==> config.mk <==
export PLATFORM = sky130hd
export DESIGN_NAME = add_result_collector
export DESIGN_NICKNAME = d
export VERILOG_FILES = /design/src/rtl/add_collect_pkg.sv /design/src/rtl/exp_delay_line.sv /design/src/rtl/add_result_collector.sv
export SDC_FILE = /design/constraint.sdc
export NUM_CORES = 2
export LEC_CHECK = 0
export BUFFER_PORTS_ARGS = -buffer_cell sky130_fd_sc_hd__clkbuf_2
export CORE_ASPECT_RATIO = 1.4
export CORE_MARGIN = 4
export CORE_UTILIZATION = 26
export CTS_CLUSTER_DIAMETER = 50
export CTS_CLUSTER_SIZE = 10
export DETAILED_ROUTE_END_ITERATION = 8
export SKIP_CTS_REPAIR_TIMING = 1
export SLEW_MARGIN = 30
export SYNTH_ARGS = -nofsm -noshare
export SYNTH_HDL_FRONTEND = slang
export SYNTH_SLANG_ARGS = --single-unit
==> constraint.sdc <==
create_clock -name clk -period 4.4 [get_ports clk]
set_clock_uncertainty 0.2 [all_clocks]
set_input_delay 0.66 -clock clk [delete_from_list [all_inputs] [get_ports clk]]
set_output_delay 0.66 -clock clk [all_outputs]
set_load 0.03 [all_outputs]
==> src/rtl/add_collect_pkg.sv <==
// Shared types and helpers for the adder result collector.
package add_collect_pkg;

  localparam int DEF_DATA_W = 8;
  localparam int MISMATCH_W = 16;

  typedef enum logic {
    OUT_EMPTY = 1'b0,
    OUT_FULL  = 1'b1
  } out_state_e;

  // Expected adder result: carry out of the top bit is dropped.
  function automatic logic [DEF_DATA_W-1:0] exp_sum(input logic [DEF_DATA_W-1:0] a,
                                                    input logic [DEF_DATA_W-1:0] b);
    return a + b;
  endfunction

endpackage

==> src/rtl/exp_delay_line.sv <==
// LATENCY-deep valid+data shift register that aligns expected values with the DUT result.
module exp_delay_line #(
  parameter int LATENCY = 1,
  parameter int W       = 8
) (
  input  logic         clk,
  input  logic         rst_n,
  input  logic         in_v_i,
  input  logic [W-1:0] in_d_i,
  output logic         out_v_o,
  output logic [W-1:0] out_d_o,
  output logic         any_v_o
);

  logic [LATENCY-1:0] v_q;
  logic [W-1:0]       d_q [LATENCY];

  always_ff @(posedge clk or negedge rst_n) begin
    if (!rst_n) begin
      v_q <= '0;
      for (int k = 0; k < LATENCY; k++) d_q[k] <= '0;
    end else begin
      v_q[0] <= in_v_i;
      d_q[0] <= in_d_i;
      for (int k = 1; k < LATENCY; k++) begin
        v_q[k] <= v_q[k-1];
        d_q[k] <= d_q[k-1];
      end
    end
  end

  assign out_v_o = v_q[LATENCY-1];
  assign out_d_o = d_q[LATENCY-1];
  assign any_v_o = |v_q;

endmodule

==> src/rtl/add_result_collector.sv <==
// Checks DUT adder results against the operand sum and packs them into handshaked frames.
//   state     | meaning
//   OUT_EMPTY | no completed frame waiting for the consumer
//   OUT_FULL  | frame_data/frame_err hold a frame not yet accepted
module add_result_collector
  import add_collect_pkg::*;
#(
  parameter int DATA_W    = DEF_DATA_W,
  parameter int LATENCY   = 1,
  parameter int FRAME_LEN = 100
) (
  input  logic                          clk,
  input  logic                          reset,
  input  logic                          in_valid,
  input  logic [DATA_W-1:0]             in_a,
  input  logic [DATA_W-1:0]             in_b,
  input  logic [DATA_W-1:0]             dut_res,
  output logic                          frame_valid,
  input  logic                          frame_ready,
  output logic [FRAME_LEN*DATA_W-1:0]   frame_data,
  output logic                          frame_err,
  output logic [MISMATCH_W-1:0]         mismatch_cnt,
  output logic                          overflow,
  output logic                          busy
);

  localparam int FW    = FRAME_LEN * DATA_W;
  localparam int IDX_W = $clog2(FRAME_LEN);

  logic [DATA_W-1:0]     exp_in, s_exp;
  logic                  s_v, pipe_busy;
  logic                  mism, last, accept, load;
  out_state_e            state_q, state_d;
  logic [FW-1:0]         asm_q, asm_d, fdata_q, fdata_d;
  logic [IDX_W-1:0]      fill_idx_q, fill_idx_d;
  logic                  aerr_q, aerr_d, ferr_q, ferr_d, ovf_q, ovf_d;
  logic [MISMATCH_W-1:0] mis_cnt_q, mis_cnt_d;

  assign exp_in = exp_sum(in_a, in_b);

  exp_delay_line #(.LATENCY(LATENCY), .W(DATA_W)) u_dly (
    .clk     (clk),
    .rst_n   (reset),
    .in_v_i  (in_valid),
    .in_d_i  (exp_in),
    .out_v_o (s_v),
    .out_d_o (s_exp),
    .any_v_o (pipe_busy)
  );

  assign mism = s_v && (s_exp != dut_res);
  assign last = s_v && (fill_idx_q == IDX_W'(FRAME_LEN-1));

  always_ff @(posedge clk or negedge reset) begin
    if (!reset) state_q <= OUT_EMPTY;
    else        state_q <= state_d;
  end

  always_comb begin
    state_d = state_q;
    case (state_q)
      OUT_EMPTY: if (last) state_d = OUT_FULL;
      OUT_FULL:  if (accept && !last) state_d = OUT_EMPTY;
      default:   state_d = OUT_EMPTY;
    endcase
  end

  // An accept in the completion cycle frees the slot for the new frame.
  always_comb begin
    frame_valid = (state_q == OUT_FULL);
    accept      = frame_valid && frame_ready;
    load        = last && (!frame_valid || frame_ready);
  end

  always_comb begin
    asm_d      = asm_q;
    fill_idx_d = fill_idx_q;
    aerr_d     = aerr_q;
    mis_cnt_d  = mis_cnt_q;
    if (s_v) begin
      asm_d[fill_idx_q*DATA_W +: DATA_W] = dut_res;
      fill_idx_d = last ? '0 : fill_idx_q + IDX_W'(1);
      aerr_d     = last ? 1'b0 : (aerr_q | mism);
    end
    if (mism && (mis_cnt_q != '1)) mis_cnt_d = mis_cnt_q + MISMATCH_W'(1);
    fdata_d = load ? asm_d : fdata_q;
    ferr_d  = load ? (aerr_q | mism) : ferr_q;
    ovf_d   = ovf_q | (last && !load);
  end

  always_ff @(posedge clk or negedge reset) begin
    if (!reset) begin
      asm_q      <= '0;
      fill_idx_q <= '0;
      aerr_q     <= 1'b0;
      mis_cnt_q  <= '0;
      fdata_q    <= '0;
      ferr_q     <= 1'b0;
      ovf_q      <= 1'b0;
    end else begin
      asm_q      <= asm_d;
      fill_idx_q <= fill_idx_d;
      aerr_q     <= aerr_d;
      mis_cnt_q  <= mis_cnt_d;
      fdata_q    <= fdata_d;
      ferr_q     <= ferr_d;
      ovf_q      <= ovf_d;
    end
  end

  assign frame_data   = fdata_q;
  assign frame_err    = ferr_q;
  assign mismatch_cnt = mis_cnt_q;
  assign overflow     = ovf_q;
  assign busy         = pipe_busy || (fill_idx_q != '0);

endmodule

==> impl_metrics.ini <==
[run_status]
status = complete, no violations

[drt]
drc = 0
via_count = 47067
avgRoutedWirePerCell_um = 23.54
finalWirelength_um = 234500
viasPerCell = 4.726
firstDrtPassIters = 5
first_iter_violations = 3178
antenna_left = 0

[grt]
gr-usage-all-layers = 0.1867
grt_pass1_vias = 47766
gr-total-overflow = 0
antenna_found_initial = 8
grt_max_degree = 166
grt_pass1_wl_um = 336700

[timing]
holdWs_ns = 0.01070
fmax_mhz = 242.6
rsz0062_at_grt = no
final-max-slew-violation-count = 0
setup_viol = 0
fin_crit_sh = 0.9369
hold_viol = 0
min_period_ns = 4.123
tightest_slew_ns = 1.057
relSlewSlack = 0.2946
tns_ns = 0

[cts]
cts-root-buf = clkbuf_16
cts_tree = built
clk_latency_ns = 0.84
cts_sinks = 1636
cts_made_buffers = 203
clk_path_buf_depth = 4
cts_htree_levels = 4
path_clk_slew_ns = 0.06

[logic_synthesis]
synthCells = 5957
synth-edff-count = 0
synthArstFlopShare = 1.000
synth_seq_cells = 1636
yosysWarnings = 0
syn-cell-area_sq_mm = 0.06182
ys_seq_area_frac = 0.6622
yosysMostFrequentCell = nand2_1
synth_nets = 5997
netlist.area_leader.share = 0.6622
netlist_top_cells_count = nand2_1, dfrtp_1, o21ai_0, clkbuf_1, mux2_2
synth-main-ff-cell = dfrtp_1
avgSynthCellArea_sq_um = 10.38
synth_cell_type_count = 63
synthTopCellsByArea = dfrtp_1, nand2_1, o21ai_0, mux2_2, clkbuf_1
yosys.area.top_type = dfrtp_1

[worst_setup_path]
regToRegEndpoint = asm_q[735]$_DFF_PN0_
worst_ep_arrival_time_ns = 3.26
startpoint_type = flip-flop
crit_path_cell_trace = inv_1 > ha_1 > nor3b_4 > and3b_1 > nand2b_1 > clkbuf_2
crit_type = flip-flop to primary output
endpoint_kind = primary output
critPathCapture = busy
r2r_start = fill_idx_q[1]$_DFFE_PN0P_
critPathSlowestCell = dfrtp_1
crit_family = simple AND/OR/NAND/NOR gates
crit_path_start = fill_idx_q[1]$_DFFE_PN0P_
slowest_delay_ns = 0.49
path_buf_inv = 2
worstPathRequired_ns = 3.54
cp_max_fo = 11
path_depth = 6
reg2reg_depth = 11
reg2reg_slack_ns = 0.32

[floorplan]
dieWidth_um = 420.1
start_util = 0.2616
fp-row-count = 211
pin_count = 848
fp.coreArea_sq_mm = 0.2363
die_h_um = 585.0
die_area_sq_mm = 0.2457

[finish]
drive_gt1_frac = 0.2272
fin_cells = 9960
area_delta_synth_final_pct = 23.10
n_fill_cell = 24133
final_util = 0.3221
nets = 6867

[flow_run]
cap_violations = 0

[placement]
gp_congestion = 0.8585
port_buffers = 847
placed_cells = 9701
hpwl_um = 169500

[pwr]
p_per_area_mw_per_mm2 = 512.0
ir_drop_uv = 295.4
p_total_w = 0.03897
power_leakage_nw = 37.76

[hold_path]
hold_class = primary input to flip-flop
## layer usage
metal	part of all wire	global-route usage	vias up
met5	0	0	-
met4	0.062	0.09965	0
met3	0.063	0.04145	461
met2	0.47	0.3082	1472
met1	0.40	0.2276	23763
li1	-	-	21371
## stage by stage
step / area, sq um / setup WS, ns
finish: 76100 / 0.2774
global route: 76080 / 0.02764
CTS: 75970 / 0.01686
detailed placement: 70450 / 0.07029
global placement: 70410 / 0.2318
floorplan: 61820 / 0.7242
## worst min path at each step
stage | cells after the start | end | startpoint | slack (ns)
global route | 3 | u_dly.out_d_o[5]$_DFF_PN0_ | in_a[5] | 0.002
floorplan | 0 | aerr_q$_DFFE_PN0P_ | reset | 0.16
CTS | 1 | frame_data[745]$_DFFE_PN0P_ | reset | -0.58
finish | 3 | u_dly.out_d_o[6]$_DFF_PN0_ | in_a[6] | 0.01
global placement | 2 | asm_q[230]$_DFF_PN0_ | asm_q[230]$_DFF_PN0_ | 0.24
detailed placement | 2 | asm_q[548]$_DFF_PN0_ | asm_q[548]$_DFF_PN0_ | 0.25
## registers in the layout, summed over array words and instances, names as in the netlist
name           flops
overflow           1
frame_valid        1
u_dly.out_d_o      8
fill_idx_q         7
aerr_q             1
frame_data       800
u_dly.any_v_o      1
asm_q            800
frame_err          1
mismatch_cnt      16
## area by class of cell
class,instances,area (sq um),share of cell area
antenna,9,22.52,0.0002959
clock buffer,215,5196,0.06828
clock inverter,26,330.3,0.004341
inverter,46,172.7,0.002269
multi-input combinational,3911,19520,0.2565
sequential,1636,40940,0.5380
tap,3088,3864,0.05077
timing repair buffer,1029,6058,0.07961
## where the power goes
part | leakage [nW] | switching [W] | internal [W]
Combinational | 15.4 | 0.00452 | 0.00177
Clock | 2.70 | 0.00617 | 0.00848
Sequential | 19.7 | 0.000836 | 0.0172
Total | 37.8 | 0.0115 | 0.0274
## logic make-up (layout without fill, tap and decap cells)
logic type | count (synthesis) | after routing | share of synthesized area
other | 0 | 9 | 0
flip-flops | 1636 | 1636 | 0.6622
AO/OA/AOI/OAI | 993 | 993 | 0.08614
AND/OR/NAND/NOR | 2612 | 2612 | 0.1720
buffers and inverters | 410 | 1316 | 0.02574
XOR/XNOR | 41 | 41 | 0.005809
multiplexers | 253 | 253 | 0.04552
adder cells (fa/ha/maj) | 12 | 12 | 0.002550
## cells in the final DEF (no fill, tap or decap), types with 31 or more instances in the layout
cell	instances
nand2_1	2083
dfrtp_1	1636
clkbuf_2	838
o21ai_0	815
mux2_2	225
clkbuf_16	204
nand3_1	162
buf_4	150
nor2_1	140
a31oi_1	73
nand4_1	48
inv_1	46
or3_1	38
o2bb2ai_1	32
buf_12	31
## worst reg2reg max path, delay by kind of cell, from the launching register on
family	cells	cell delay, ns
AO/OA/AOI/OAI	2	0.55
adder cells (fa/ha/maj)	2	0.68
buffers and inverters	2	0.54
AND/OR/NAND/NOR	5	1.43
flip-flops	1	0.49
Power figures use the tool's default switching activity.
